--- config.mk ---
export PLATFORM = sky130hd
export DESIGN_NAME = csi_packet_tx
export DESIGN_NICKNAME = d
export VERILOG_FILES = /design/src/rtl/csi_packet_tx.sv
export SDC_FILE = /design/constraint.sdc
export NUM_CORES = 1
export LEC_CHECK = 0
export BUFFER_PORTS_ARGS = -buffer_cell sky130_fd_sc_hd__buf_2
export CAP_MARGIN = 15
export CORE_MARGIN = 5
export CORE_UTILIZATION = 30
export CTS_CLUSTER_SIZE = 12
export DETAILED_ROUTE_END_ITERATION = 16
export GPL_TIMING_DRIVEN = 1
export PLACE_DENSITY = 0.6
export SLEW_MARGIN = 20
export SYNTH_ARGS = -nofsm -noshare
export SYNTH_HDL_FRONTEND = slang
export SYNTH_SLANG_ARGS = --single-unit
--- constraint.sdc ---
create_clock -name txbyteclkhs -period 2.8 [get_ports txbyteclkhs]
set_input_delay 0.28 -clock txbyteclkhs [delete_from_list [all_inputs] [get_ports txbyteclkhs]]
set_output_delay 0.28 -clock txbyteclkhs [all_outputs]
set_load 0.03 [all_outputs]
--- src/rtl/csi_packet_tx.sv ---
// csi_packet_tx: CSI-2 transmit framer, header + payload + CRC-16/MCRF4XX footer onto a 16-bit word stream
module csi_packet_tx #(
  parameter logic [5:0] LONG_DT_MIN = 6'h10
) (
  input  logic        txbyteclkhs,
  input  logic        reset_n,
  input  logic [31:0] ph_in,
  input  logic        ph_valid,
  output logic        ph_ready,
  input  logic [15:0] data_in,
  input  logic        data_valid,
  output logic        data_ready,
  output logic [15:0] word_out,
  output logic        out_valid,
  input  logic        out_ready,
  output logic        out_sop,
  output logic        out_eop,
  output logic        busy
);
  typedef enum logic [1:0] {IDLE, PH_HI, PAYLOAD, CRC} state_e;
  state_e      state_q, state_d;
  logic [15:0] ph_hi_q, ph_hi_d, wc_q, wc_d, crc_q, crc_d, word_q, word_d;
  logic        long_q, long_d, odd_q, odd_d, valid_q, valid_d, sop_q, sop_d, eop_q, eop_d;
  logic        slot_free;
  logic [15:0] crc_lo, crc_hi;
  function automatic logic [15:0] crc_byte(input logic [15:0] c, input logic [7:0] b);
    logic [15:0] r;
    r = c ^ {8'h00, b};
    for (int i = 0; i < 8; i++) r = r[0] ? ((r >> 1) ^ 16'h8408) : (r >> 1);
    return r;
  endfunction
  always_comb begin
    slot_free  = !valid_q | out_ready;
    state_d    = state_q;
    ph_hi_d    = ph_hi_q;
    long_d     = long_q;
    odd_d      = odd_q;
    wc_d       = wc_q;
    crc_d      = crc_q;
    word_d     = word_q;
    valid_d    = valid_q & !out_ready;
    sop_d      = sop_q;
    eop_d      = eop_q;
    ph_ready   = 1'b0;
    data_ready = 1'b0;
    crc_lo     = crc_byte(crc_q, data_in[7:0]);
    crc_hi     = crc_byte(crc_lo, data_in[15:8]);
    unique case (state_q)
      IDLE: begin
        ph_ready = reset_n & slot_free;
        if (ph_valid & ph_ready) begin
          ph_hi_d = ph_in[31:16];
          long_d  = ph_in[5:0] >= LONG_DT_MIN;
          odd_d   = ph_in[8];
          wc_d    = {1'b0, ph_in[23:9]} + {15'd0, ph_in[8]};
          crc_d   = 16'hFFFF;
          word_d  = ph_in[15:0];
          valid_d = 1'b1;
          sop_d   = 1'b1;
          eop_d   = 1'b0;
          state_d = PH_HI;
        end
      end
      PH_HI: if (slot_free) begin
        word_d  = ph_hi_q;
        valid_d = 1'b1;
        sop_d   = 1'b0;
        eop_d   = !long_q;
        state_d = !long_q ? IDLE : (wc_q == 16'd0 ? CRC : PAYLOAD);
      end
      PAYLOAD: begin
        data_ready = slot_free;
        if (data_valid & slot_free) begin
          word_d  = data_in;
          valid_d = 1'b1;
          sop_d   = 1'b0;
          eop_d   = 1'b0;
          // an odd word count leaves a pad byte in the final word's upper half
          crc_d   = (wc_q == 16'd1 && odd_q) ? crc_lo : crc_hi;
          wc_d    = wc_q - 16'd1;
          state_d = wc_q == 16'd1 ? CRC : PAYLOAD;
        end
      end
      default: if (slot_free) begin
        word_d  = crc_q;
        valid_d = 1'b1;
        sop_d   = 1'b0;
        eop_d   = 1'b1;
        crc_d   = 16'hFFFF;
        state_d = IDLE;
      end
    endcase
  end
  always_ff @(posedge txbyteclkhs or negedge reset_n) begin
    if (!reset_n) begin
      state_q <= IDLE;
      ph_hi_q <= '0;
      long_q  <= 1'b0;
      odd_q   <= 1'b0;
      wc_q    <= '0;
      crc_q   <= 16'hFFFF;
      word_q  <= '0;
      valid_q <= 1'b0;
      sop_q   <= 1'b0;
      eop_q   <= 1'b0;
    end else begin
      state_q <= state_d;
      ph_hi_q <= ph_hi_d;
      long_q  <= long_d;
      odd_q   <= odd_d;
      wc_q    <= wc_d;
      crc_q   <= crc_d;
      word_q  <= word_d;
      valid_q <= valid_d;
      sop_q   <= sop_d;
      eop_q   <= eop_d;
    end
  end
  assign word_out  = word_q;
  assign out_valid = valid_q;
  assign out_sop   = sop_q;
  assign out_eop   = eop_q;
  assign busy      = (state_q != IDLE) | valid_q;
endmodule

==> impl_metrics.yaml <==
clocking:
  clock_sinks: 71
  cts_buffer_depth: 2
  cts_tree: "done"
  cts_setup_buffers: 0
  post_cts_resized: 0
  htree_levels: 3
  clk_pin_slew_worst_paths_ns: 0.06
  clk_latency_ns: 0.33
  cts-root-buf: "clkbuf_16"
  cts_buffers: 9
placement:
  io_buffers: 74
  dp_hpwl_mm: 10.65
  pre_cts_slack_ns: 0.5516
  gp_congestion: 0.8442
yosys:
  synth_nets: 503
  synthFlopType: "dfrtp_1"
  avgSynthCellArea_um2: 10.28
  synth_seq_cells: 71
  yosysSeqAreaShare_pct: 39.18
  async_flop_share_pct: 100.0
  netlist_instances: 446
  syn-cell-area_um2: 4586
  yosysUniqueCellTypes: 56
  synth_edf_count: 0
  yosys_warnings: 0
sta:
  period_share_pct: 80.89
  max-slew-margin-rel_pct: 48.76
  worst_pin_slew_ns: 0.7687
  finalSetupViolations: 0
  fmax_mhz: 441.5
  grt_setup_unrepaired: "false"
  final.min_clock_period_ns: 2.265
  hold_violations: 0
  finalWorstSetupSlack_ns: 0.5351
  slew_violations: 0
  fin_skew_ns: 0.004398
  fin_tns_setup_ns: 0
  holdWs_ns: 0.1377
critical_path:
  arrival_ns: 2.49
  path_cells: "inv_1 -> ha_1 -> nor3b_1 -> nand3_1 -> o31ai_1 -> a21oi_1 -> a221oi_1"
  rrSetupSlack_ns: 0.54
  crit_path_top_delay_cell: "nor3b_1"
  worstSetupStartpointType: "register"
  crit_required_ns: 3.03
  reg2reg_to: "wc_q[14]"
  path_max_fanout: 5
  cp_top_family: "simple AND/OR/NAND/NOR gates"
  worstRegToRegCells: 7
  critPathMaxStageDelay_ns: 0.51
  rr_startpoint: "wc_q[0]"
  worstSetupStartpoint: "wc_q[0]"
  crit_type: "reg -> reg"
  cp-end-kind: "register"
  path_buf_inv: 1
global_route:
  grt_pass1_vias: 4033
  grtUsageTotal_pct: 15.99
  grt_overflow: 0
  antenna_found_initial: 0
  grt_pass1_wl_mm: 22.56
  grt_max_degree: 50
pwr:
  leakagePower_nw: 2.406
  combPwrFrac_pct: 55.6
  clockPowerShare_pct: 16.7
  seq_power_share_pct: 27.7
  swShare_pct: 41.64
  power.internal_w: 0.004243
  ir_drop_mv: 0.4610
  p_per_area_nw_per_um2: 1312
  p_switching_w: 0.003027
worst_hold_path:
  hold_class: "in -> reg"
  hp-start: "ph_in[24]"
  holdPathEnd: "ph_hi_q[8]"
  min_path_cells: 3
routing:
  drc_errors: 0
  drt_pass1_iterations: 4
  dr_wl_met2_mm: 7.173
  routed_via_density: 5.310
  wl_met1_mm: 5.793
  vias: 3818
  avgRoutedWirePerCell_um: 19.44
  drt_iter0_drc: 215
  ant_nets: 0
  highest_layer: "met4"
  totalWireLength_mm: 13.98
  wl_met3_um: 615
die:
  core-area_um2: 15090
  rows: 45
  dieHeight_um: 133.6
  start_util_pct: 30.39
  dieArea_um2: 17860
  die_w_um: 133.6
  num_io_pins: 75
layout:
  drive_above_1_share_pct: 31.26
  nFillCells: 1502
  final_nets: 583
  syn2layout_area_growth_pct: 20.85
  final_cell_mix: "nand2_1 (74), buf_2 (74), dfrtp_1 (55)"
  diodes: 0
job:
  cap_violations: 0
outcome:
  outcome: "complete, no violations"
==> power by group through the flow <==
stage	Combinational [W]	Clock, W	Sequential (W)
final	0.00405	0.00121	0.00201
after global routing	0.00440	0.00128	0.00208
after CTS	0.00406	0.00123	0.00201
after detailed placement	0.00404	0	0.00202
after global placement	0.00401	0	0.00200
after floorplan	0.00290	0	0.00215
==> area by class of cell <==
class,instances,area [um^2],share of cell area (%)
Clock buffer,12,236.5,4.267
Clock inverter,4,70.07,1.264
Inverter,6,22.52,0.4064
Multi-Input combinational cell,345,2665,48.09
Sequential cell,71,1797,32.42
Tap cell,188,235.2,4.245
Timing Repair Buffer,93,515.5,9.302
==> registers in the layout, summed over array words and instances (netlist names) <==
register,cells
out_sop,1
out_eop,1
state_q,2
ph_hi_q,16
odd_q,1
long_q,1
wc_q,16
word_out,16
out_valid,1
crc_q,16
==> through the flow <==
stage | instances | utilization [%] | power [W] | cell area, um^2
finish | 719 | 36.72 | 0.007270 | 5542
global route | 719 | 36.72 | 0.007759 | 5542
CTS | 719 | 36.72 | 0.007304 | 5542
detailed placement | 702 | 34.63 | 0.006061 | 5225
global placement | 702 | 34.63 | 0.006015 | 5225
floorplan | 446 | - | 0.005055 | 4586
==> routing by layer <==
layer | up-vias | GRT usage [%]
met2 | 127 | 27.45
met5 | - | 0
met3 | 26 | 2.719
met4 | 0 | 6.286
met1 | 1892 | 20.07
li1 | 1773 | -
==> kinds of logic after synthesis <==
group,count (synthesis),share of synthesized area (%)
and+or+nand+nor,158,15.96
adders and majority gates,4,1.091
buffers and inverters,30,2.701
muxes,36,12.74
AOI/OAI and AO/OA,82,12.17
xor gates and xnor gates,65,16.15
DFF,71,39.18
==> worst register-to-register path: cells and delay by family (launching register included) <==
kind,cells,cell delay [ns]
and+or+nand+nor,2,0.80
AOI/OAI and AO/OA,3,0.60
DFF,1,0.42
adders and majority gates,1,0.23
buffers and inverters,1,0.12
==> worst max path at each step <==
stage | cells after the start | end
CTS | 5 | crc_q[8]
floorplan | 7 | word_out[10]
finish | 7 | wc_q[14]
global placement | 5 | crc_q[8]
global route | 4 | data_ready
detailed placement | 5 | crc_q[8]
==> cells in the mapped netlist, drive strengths merged (2+ instances only) <==
cell / number / area (um^2)
a21oi: 25 / 125.1
clkbuf: 17 / 63.81
dfstp: 16 / 420.4
mux2i: 4 / 40.04
inv: 6 / 22.52
a211oi: 2 / 15.01
o22a: 3 / 26.28
a32oi: 2 / 17.52
nor3: 8 / 45.04
nor4: 6 / 37.54
a221oi: 6 / 65.06
buf: 7 / 37.53
nor3b: 3 / 22.52
o21ai: 22 / 110.1
nand2: 74 / 277.8
nor2b: 3 / 18.77
o31a: 2 / 17.52
and4: 2 / 17.52
o31ai: 2 / 28.78
nand2b: 5 / 31.28
or3: 3 / 18.77
nand3: 14 / 70.07
xnor2: 45 / 416.7
nand4: 7 / 43.79
or4: 2 / 15.01
and3: 7 / 43.79
xnor3: 8 / 185.2
xor2: 10 / 87.58
mux4: 16 / 364.1
dfrtp: 55 / 1376
mux2: 16 / 180.2
nor2: 24 / 90.09
xor3: 2 / 51.30
o32ai: 7 / 61.31
ha: 4 / 50.05
==> repair_timing <==
item / in CTS / in global routing
hold buffers: 1 / 0
endpoints found under the hold margin: 22 / 0
setup endpoints to repair: 0 / 0
Note: power is estimated with default switching activity, not from simulation.
